### src/rtl/uart_tx_arbiter_if.sv
// Request/transmit bundle between the button edge detectors, the arbiter and the UART TX core.
// The arbiter uses the slave modport; the requester/UART side uses master.
interface uart_tx_arbiter_if #(
   parameter int NUM_REQ = 4,
   parameter int DATA_W  = 8
);
   localparam int GRANT_W = $clog2(NUM_REQ);

   logic [NUM_REQ-1:0]        i_req_pulse;
   logic [NUM_REQ*DATA_W-1:0] i_req_data;
   logic                      o_tx_start;
   logic [DATA_W-1:0]         o_tx_data;
   logic                      i_tx_busy;
   logic [GRANT_W-1:0]        o_grant_id;
   logic [NUM_REQ-1:0]        o_pending;
   logic                      o_drop;
   logic                      o_timeout;

   modport master (
      output i_req_pulse, i_req_data, i_tx_busy,
      input  o_tx_start, o_tx_data, o_grant_id, o_pending, o_drop, o_timeout
   );

   modport slave (
      input  i_req_pulse, i_req_data, i_tx_busy,
      output o_tx_start, o_tx_data, o_grant_id, o_pending, o_drop, o_timeout
   );
endinterface

### src/rtl/uart_tx_arbiter.sv
// Round-robin arbiter sharing one UART transmitter between NUM_REQ button requesters.
// Latches request pulses and bytes, grants one requester at a time and runs the start/busy handshake.
module uart_tx_arbiter #(
   parameter int NUM_REQ      = 4,
   parameter int DATA_W       = 8,
   parameter int BUSY_TIMEOUT = 15
) (
   input  logic              clk,
   input  logic              reset,
   uart_tx_arbiter_if.slave  bus
);
   localparam int GRANT_W = $clog2(NUM_REQ);
   localparam int CNT_W   = $clog2(BUSY_TIMEOUT + 1);

   typedef enum logic [1:0] {IDLE, START, WAIT_BUSY, WAIT_DONE} state_t;

   state_t              state;
   state_t              state_next;
   logic [NUM_REQ-1:0]  pending;
   logic [DATA_W-1:0]   data_q [NUM_REQ];
   logic [GRANT_W-1:0]  last_grant;
   logic [GRANT_W-1:0]  grant_id;
   logic [DATA_W-1:0]   tx_data;
   logic [CNT_W-1:0]    busy_cnt;
   logic                drop_q;
   logic                timeout_q;

   logic [GRANT_W-1:0]  sel;
   logic [GRANT_W-1:0]  idx;
   logic                sel_valid;
   logic                grant;
   logic [NUM_REQ-1:0]  grant_mask;
   logic                tx_start;
   logic                busy_expired;
   logic                timeout_hit;
   logic                count_en;

   // Search begins one past the last grant so every requester gets a turn.
   always_comb begin
      sel       = '0;
      idx       = '0;
      sel_valid = 1'b0;
      for (int i = 1; i <= NUM_REQ; i++) begin
         idx = GRANT_W'((int'(last_grant) + i) % NUM_REQ);
         if (!sel_valid && pending[idx]) begin
            sel       = idx;
            sel_valid = 1'b1;
         end
      end
   end

   assign busy_expired = (busy_cnt == CNT_W'(BUSY_TIMEOUT - 1));

   always_ff @(posedge clk or negedge reset) begin
      if (!reset) state <= IDLE;
      else        state <= state_next;
   end

   always_comb begin
      state_next = state;
      case (state)
         IDLE:      if (|pending)         state_next = START;
         START:                           state_next = WAIT_BUSY;
         WAIT_BUSY: if (bus.i_tx_busy)    state_next = WAIT_DONE;
                    else if (busy_expired) state_next = IDLE;
         WAIT_DONE: if (!bus.i_tx_busy)   state_next = IDLE;
         default:                         state_next = IDLE;
      endcase
   end

   always_comb begin
      tx_start    = (state == START);
      grant       = (state == IDLE) && sel_valid;
      grant_mask  = grant ? (NUM_REQ'(1) << sel) : '0;
      count_en    = (state == WAIT_BUSY) && !bus.i_tx_busy && !busy_expired;
      timeout_hit = (state == WAIT_BUSY) && !bus.i_tx_busy && busy_expired;
   end

   // A pulse on a requester being granted this cycle is a fresh request, not a duplicate.
   always_ff @(posedge clk or negedge reset) begin
      if (!reset) begin
         pending    <= '0;
         last_grant <= GRANT_W'(NUM_REQ - 1);
         grant_id   <= '0;
         tx_data    <= '0;
         busy_cnt   <= '0;
         drop_q     <= 1'b0;
         timeout_q  <= 1'b0;
         for (int k = 0; k < NUM_REQ; k++) data_q[k] <= '0;
      end else begin
         pending   <= (pending & ~grant_mask) | bus.i_req_pulse;
         drop_q    <= |(bus.i_req_pulse & pending & ~grant_mask);
         timeout_q <= timeout_hit;
         for (int k = 0; k < NUM_REQ; k++) begin
            if (bus.i_req_pulse[k] && (!pending[k] || grant_mask[k]))
               data_q[k] <= bus.i_req_data[k*DATA_W +: DATA_W];
         end
         if (grant) begin
            last_grant <= sel;
            grant_id   <= sel;
            tx_data    <= data_q[sel];
         end
         if (tx_start)      busy_cnt <= '0;
         else if (count_en) busy_cnt <= busy_cnt + CNT_W'(1);
      end
   end

   assign bus.o_tx_start = tx_start;
   assign bus.o_tx_data  = tx_data;
   assign bus.o_grant_id = grant_id;
   assign bus.o_pending  = pending;
   assign bus.o_drop     = drop_q;
   assign bus.o_timeout  = timeout_q;
endmodule

### src/flat_wrapper.sv
// flat-port wrapper written by rule: the top's interface ports become plain ports
module uart_tx_arbiter_flat 
#(
   parameter int NUM_REQ      = 4,
   parameter int DATA_W       = 8,
   parameter int BUSY_TIMEOUT = 15
)
  (clk, reset, bus_i_req_pulse, bus_i_req_data, bus_i_tx_busy, bus_o_tx_start, bus_o_tx_data, bus_o_grant_id, bus_o_pending, bus_o_drop, bus_o_timeout);
  uart_tx_arbiter_if #(.NUM_REQ(NUM_REQ), .DATA_W(DATA_W)) bus_i ();
  input  logic clk;
  input  logic reset;
  input wire logic [$bits(bus_i.i_req_pulse)-1:0] bus_i_req_pulse;
  input wire logic [$bits(bus_i.i_req_data)-1:0] bus_i_req_data;
  input wire logic [$bits(bus_i.i_tx_busy)-1:0] bus_i_tx_busy;
  output wire logic [$bits(bus_i.o_tx_start)-1:0] bus_o_tx_start;
  output wire logic [$bits(bus_i.o_tx_data)-1:0] bus_o_tx_data;
  output wire logic [$bits(bus_i.o_grant_id)-1:0] bus_o_grant_id;
  output wire logic [$bits(bus_i.o_pending)-1:0] bus_o_pending;
  output wire logic [$bits(bus_i.o_drop)-1:0] bus_o_drop;
  output wire logic [$bits(bus_i.o_timeout)-1:0] bus_o_timeout;
  assign bus_i.i_req_pulse = bus_i_req_pulse;
  assign bus_i.i_req_data = bus_i_req_data;
  assign bus_i.i_tx_busy = bus_i_tx_busy;
  assign bus_o_tx_start = bus_i.o_tx_start;
  assign bus_o_tx_data = bus_i.o_tx_data;
  assign bus_o_grant_id = bus_i.o_grant_id;
  assign bus_o_pending = bus_i.o_pending;
  assign bus_o_drop = bus_i.o_drop;
  assign bus_o_timeout = bus_i.o_timeout;
  uart_tx_arbiter #(.NUM_REQ(NUM_REQ), .DATA_W(DATA_W), .BUSY_TIMEOUT(BUSY_TIMEOUT)) u_core (.clk(clk), .reset(reset), .bus(bus_i));
endmodule
### config.mk
export PLATFORM = sky130hd
export DESIGN_NAME = uart_tx_arbiter_flat
export DESIGN_NICKNAME = d
export VERILOG_FILES = /design/src/rtl/uart_tx_arbiter_if.sv /design/src/rtl/uart_tx_arbiter.sv /design/src/flat_wrapper.sv
export SDC_FILE = /design/constraint.sdc
export NUM_CORES = 1
export LEC_CHECK = 0
export ABC_AREA = 1
export CAP_MARGIN = 15
export CORE_UTILIZATION = 56
export CTS_CLUSTER_SIZE = 30
export DETAILED_ROUTE_END_ITERATION = 6
export HOLD_SLACK_MARGIN = 0.1
export PLACE_DENSITY = 0.84
export SETUP_SLACK_MARGIN = 0.3
export SLEW_MARGIN = 5
export SYNTH_ARGS = -nofsm -noshare
export SYNTH_HDL_FRONTEND = slang
export SYNTH_SLANG_ARGS = --single-unit
### constraint.sdc
create_clock -name clk -period 5.65 [get_ports clk]
set_clock_uncertainty 0.15 [all_clocks]
set_input_delay 0.565 -clock clk [delete_from_list [all_inputs] [get_ports clk]]
set_output_delay 0.565 -clock clk [all_outputs]
set_load 0.02 [all_outputs]
## Word level (Yosys, flattened, before mapping)

Index checks and enable logic that the tools add are counted.
W data, S select, Z words.

| storage, ports and cells | value |
|---|---|
| register bits after elaboration | 56 |
| latch bits | 0 |
| bits in writable memories | 0 |
| ROM bits | 0 |
| input bits | 39 |
| output and inout bits | 17 |
| word-level logic and storage cells | 92 |
| memories | 0 |

| operators by class | value |
|---|---|
| $add $sub $neg | 5 |
| $mul | 0 |
| divide/modulo/power cells | 0 |
| magnitude comparators | 5 |
| equal/unequal tests | 7 |
| shifts and indexed selects | 1 |
| muxes and demuxes | 27 |
| bitwise logic cells | 6 |
| reduce and logical (&&, ||, !) cells | 29 |

Operators by type and width:

| kind | count |
|---|---|
| $bmux W8 S2 | 1 |
| $mux W2 | 8 |
| $mux W8 | 2 |
| $and A4 B4 Y4 | 3 |
| $lt A2 B3 Y1 const B | 4 |
| $mux W4 | 3 |
| $logic_and A1 B1 Y1 | 11 |
| $logic_not A1 Y1 | 9 |
| $bmux W1 S2 | 4 |
| $mux W1 | 8 |
| $pmux W2 S4 | 1 |
| $reduce_or A4 Y1 | 2 |
| $add A2 B1 Y2 const B | 2 |
| $add A2 B2 Y2 const B | 2 |
| $add A4 B1 Y4 const B | 1 |
| $eq A2 B2 Y1 const B | 2 |
| $eq A4 B4 Y1 const B | 1 |
| $logic_or A1 B1 Y1 | 4 |
| $not A4 Y4 | 1 |
| $or A4 B4 Y4 | 1 |
| $shl A1 B2 Y4 const A | 1 |
| $ge A3 B3 Y1 const B | 1 |
| $ne A3 B2 Y1 const B | 1 |
| $not A2 Y3 | 1 |
| other kinds (6) | 6 |

## Logic depth before layout (Yosys ltp)

| logic depth | value |
|---|---|
| depth in word-level cells | 18 |
| gate-level depth with buffers | 16 |
| gate-level depth less buffers | 15 |

## Worst setup path before layout

No wires, ideal clock.

| timing path | value |
|---|---|
| kind | flip-flop to flip-flop |
| start | register u_core.last_grant[0] |
| end | register u_core.data_q[16] (netlist bit) |
| setup time | 0.117 ns |
| arrival | 1.797 ns |
| path slack | 3.586 ns |
| cell stages (with the launch flop) | 15 |
| buffers on the path | 1 |
| clock period less this slack | 2.064 ns |
| path through | dfstp_2 > buf_6 > inv_6 > nand2_2 > nand2_2 > nand2_1 > nand2_2 > nand2_4 > nand2_2 > nand2_4 > nand3_4 > o21ai_4 > nand2_4 > nand2_1 > nand2_1 |

| on the way | value |
|---|---|
| word-level cells in the longest chain between the ends | 17 |
| elaborated cells between the ends (all ways) | 31 |
| classes of those cells | add/sub (4); shift (1); mux (17); reduce/logical (9) |

Ends and longest elaborated chain:

| element | line | source |
|---|---|---|
| from (decl) | uart_tx_arbiter.sv:21 | `logic [GRANT_W-1:0] last_grant;` |
| from (signal assigned) | uart_tx_arbiter.sv:83 | `last_grant <= GRANT_W'(NUM_REQ - 1);` |
| from (signal assigned) | uart_tx_arbiter.sv:99 | `last_grant <= sel;` |
| $add A2 B1 Y2 | uart_tx_arbiter.sv:44 | `idx = GRANT_W'((int'(last_grant) + i) % NUM_REQ);` |
| $bmux W1 S2 | uart_tx_arbiter.sv:45 | `if (!sel_valid && pending[idx]) begin` |
| $mux W1 (implied by the code) | uart_tx_arbiter.sv:45 |  |
| $mux W1 | uart_tx_arbiter.sv:45 |  |
| $logic_not A1 Y1 | uart_tx_arbiter.sv:45 |  |
| $logic_and A1 B1 Y1 | uart_tx_arbiter.sv:45 |  |
| $mux W1 | uart_tx_arbiter.sv:45 |  |
| $logic_not A1 Y1 | uart_tx_arbiter.sv:45 |  |
| $logic_and A1 B1 Y1 | uart_tx_arbiter.sv:45 |  |
| $mux W1 | uart_tx_arbiter.sv:45 |  |
| $logic_not A1 Y1 | uart_tx_arbiter.sv:45 |  |
| $logic_and A1 B1 Y1 | uart_tx_arbiter.sv:45 |  |
| $mux W2 or $mux W1 (tied branches) | uart_tx_arbiter.sv:45 |  |
| $shl A1 B2 Y4 or $logic_and A1 B1 Y1 (tied branches) | uart_tx_arbiter.sv:74, uart_tx_arbiter.sv:73 |  |
| $mux W4 (*) | uart_tx_arbiter.sv:74 | `grant_mask = grant ? (NUM_REQ'(1) << sel) : '0;` |
| $logic_or A1 B1 Y1 (*) | uart_tx_arbiter.sv:95 | `if (bus.i_req_pulse[k] && (!pending[k] \|\| grant_mask[k]))` |
| $logic_and A1 B1 Y1 (*) | uart_tx_arbiter.sv:95 |  |
| to (signal, indexed assignment) | uart_tx_arbiter.sv:96 | `data_q[k] <= bus.i_req_data[k*DATA_W +: DATA_W];` |
| to (decl) | uart_tx_arbiter.sv:20 | `logic [DATA_W-1:0] data_q [NUM_REQ];` |

Every way passes the cells marked *; elsewhere a longest branch is shown, timed or not. The select of a mux whose other input is x is not followed.
A chain may end at the register's enable or synchronous reset.

## Final worst setup path

| timing path | value |
|---|---|
| start | register u_core.last_grant[0] |
| end | register u_core.data_q[11] (netlist bit) |

The elaborated chain is that of the path after synthesis.

==> summary.md <==
| Metric | Value |
|---|---|
| Status | finished, final reports clean |
| Pwr Total | ~2.5 mW |
| Slew Viols, Final | 0 |
| Worst setup EP type | flip-flop |
| Fin crit period | 2.47 ns |
| Crit path DAT | 2.52 ns |
| Area of the mapped netlist | 3040 um^2 |
| Static Leak | 1.98 nW |
| Final hold vios | 0 |
| Top-area cell type share of the netlist area | 44.5% |
| Worst-path clk slew | 0.10 ns |
| Avg Synthesized Cell Area | 7.61 um^2 |
| Ys async rst share | 100% |
| M3 GR Usage | 3.97% |
| Crit Path Max Fanout | 16 |
| DP Area | between 3000 and 4000 um^2 |
| Die footprint | 5720 um^2 |
| All-Layer GR Usage | around 25% |
| Met1 usage | 35.5% |
| Vias | 2645 |
| Hold_buf cts | 0 |
| RePlAce Congestion | 0.913 |
| Per-cell routed wire length | 12.3 um |
| Worst VDD drop | 336 uV |
| Final net count | 494 |
| Post-CTS sizing | 0 |
| Syn_nets | 440 |
| CP dominant cell by count | nand2_1 |
| Ranking of synthesized cells by area | dfrtp_1, nand2_1, nand3_1 |
| Setup Buffers After CTS | 0 |
| Crit Path Class | flip-flop to flip-flop |
| Initial antenna violation count | 0 |
| RSZ-0062 raised after global routing | no |
| Synth Warn # | 0 |
| # DRC | 0 |
| I/O Buffers | 55 |
| Final Util | 71.9% |
| Vias in the first global route | 2363 |
| Die height | 75.6 um |
| Max stage delay cell, worst path | dfstp_2 |
| Antenna Nets Post-Route | 0 |
| Global-route wire length before repair | ~11000 um |
| Die width | between 70 and 80 um |
| Area delta synth->final | 22.5% |
| Synth area leader | dfrtp_1 |
| Layer with the highest usage | met2 |
| Post-route cell area | 3720 um^2 |
| Ports | 56 |
| HP Class | primary input to asynchronous set/reset pin |
| Count leader, synth | nand2_1 |
| CP delay by family, top | simple AND/OR/NAND/NOR gates |
| CP Cell Sequence | inv_6, nand2_1, nand2_1, nand2_1, nand2_2, nor2_1, nand4_1, nand2_2, nand3_2, nand2_2, nand2_2, nand2_1, nand2_1 |
| DRT Wirelength | around 6400 um |
| # rows | 26 |
| Met2 Resource Use GR | 39.9% |
| N_diodes | 0 |
| Largest net degree at the start of global routing | 57 |
| Post-synth EDFFs | 0 |
| Sum Neg Setup Slack | 0 ns |
| Final setup violation count | 0 |
| Post-DR vias/cell | 5.05 |
| Count of different cell masters after synthesis | 28 |
| Initial DRC count | 183 |
| Sequential cell area fraction in the yosys report | 46.2% |
| Least-Margin Pin Slew | 0.692 ns |
| CTS H-tree depth | 2 |
| Fmax | about 400 MHz |
| CP max stage delay | slightly below 0.7 ns |
| Clk Latency, worst-skew pair | 0.31 ns |
| DP HPWL | 4880 um |
| Most used DFF post-synth | dfrtp_1 |
| Gr ovfl total | 0 |
| Clock Tree Buf Depth | 2 |
| Max Cap Viol | 0 |
| Number of detailed-route iterations in the first pass | 4 |
| CTS tree | built |
| Total CTS buffers | 5 |
| #FFs+latches synth | 56 |
| Share of cells above drive strength 1 | 9.47% |
| Period utilisation layout | 43.7% |
| CTS Root Buffer Type | clkbuf_8 |
| Synth cell count leaders | nand2_1, dfrtp_1, nand3_1 |
| CP Buf/Inv Count | 1 |
| Req. time, crit path | 5.70 ns |
| Fill cells | 409 |
| Power per standard cell area | slightly below 700 nW/um^2 |
| Initial Util | between 50% and 60% |
| CP startpoint kind | flip-flop |
| Slew HR | 53.8% |
| Clk sinks | 56 |
| Core area | 5170 um^2 |
| Post-synthesis cell count | approximately 400 |
[layout make-up]
class | count | area, um^2 | area share, %
clock buffer | 7 | 86.3 | 2.32
clock inverter | 1 | 7.51 | 0.202
inverter | 49 | 189 | 5.08
multi-input combinational | 285 | 1390 | 37.4
sequential | 56 | 1400 | 37.8
tap | 70 | 87.6 | 2.36
timing repair buffer | 56 | 553 | 14.9
[metal layers]
layer / part of all wire [%] / up-vias
met1: 46 / 1206
met3: 4.8 / 13
met2: 47 / 71
met4: 2.3 / 0
met5: 0 / -
li1: - / 1355
[metrics by stage]
stage / setup slack [ns] / std cells / hold slack [ns]
after floorplan: 3.59 / 399 / 0.119
after global placement: 3.29 / 516 / 0.300
after detailed placement: 3.20 / 516 / 0.310
after CTS: 3.19 / 524 / 0.252
after global routing: 2.97 / 524 / 0.295
final: 3.18 / 524 / 0.222
[layout by cell type, fill, tap and decap left out, types with 2 or more instances in the layout]
master / n
a21oi_1: 6
clkbuf_8: 6
clkdlybuf4s50_1: 54
dfrtp_1: 54
dfstp_2: 2
ha_1: 2
inv_1: 44
inv_2: 3
nand2_1: 163
nand2_2: 15
nand2_4: 6
nand3_1: 54
nand3_4: 2
nand3b_1: 10
nand4_1: 2
nor2_1: 11
o21ai_0: 3
o21ai_4: 2
o22ai_1: 3
[sequential cells by signal (all words and copies together) (netlist names)]
name                   cells
u_core.busy_cnt            4
u_core.bus.o_tx_data       8
u_core.bus.o_pending       4
u_core.bus.o_timeout       1
u_core.last_grant          2
u_core.state               2
u_core.bus.o_drop          1
u_core.data_q             32
u_core.bus.o_grant_id      2
[path summary, 6_finish.rpt]
| path | to | cells after the start | from | slack [ns] |
|---|---|---|---|---|
| worst max-delay path | u_core.data_q[11]$_DFFE_PN0P_ | 13 | u_core.last_grant[0]$_DFFE_PN1N_ | 3.18 |
| worst min-delay path | u_core.data_q[16]$_DFFE_PN0P_ | 2 | reset | 0.22 |
| worst max register to register | u_core.data_q[11]$_DFFE_PN0P_ | 13 | u_core.last_grant[0]$_DFFE_PN1N_ | 3.18 |
| worst min register to register | u_core.data_q[25]$_DFFE_PN0P_ | 2 | u_core.data_q[25]$_DFFE_PN0P_ | 0.33 |
| max in group asynchronous | u_core.data_q[23]$_DFFE_PN0P_ | 2 | reset | 4.66 |
| min in group clk | u_core.data_q[25]$_DFFE_PN0P_ | 2 | u_core.data_q[25]$_DFFE_PN0P_ | 0.33 |
[cells by family (layout without fill, tap and decap cells)]
logic type | after synthesis | count (layout) | synth area share (%)
adder cells (fa/ha/maj) | 2 | 2 | 0.824
AO/OA/AOI/OAI | 16 | 16 | 3.71
AND/OR/NAND/NOR | 267 | 267 | 41.3
buffers and inverters | 58 | 113 | 7.91
flip-flops | 56 | 56 | 46.2
[power breakdown]
group	internal, mW	leakage, nW	switching [mW]	total (mW)
logic	0.544	1.25	1.03	1.57
registers	0.590	0.688	0.146	0.736
clock network	0.0999	0.0445	0.124	0.224
total	1.23	1.98	1.30	2.53
(Power assumes the default switching activity.)
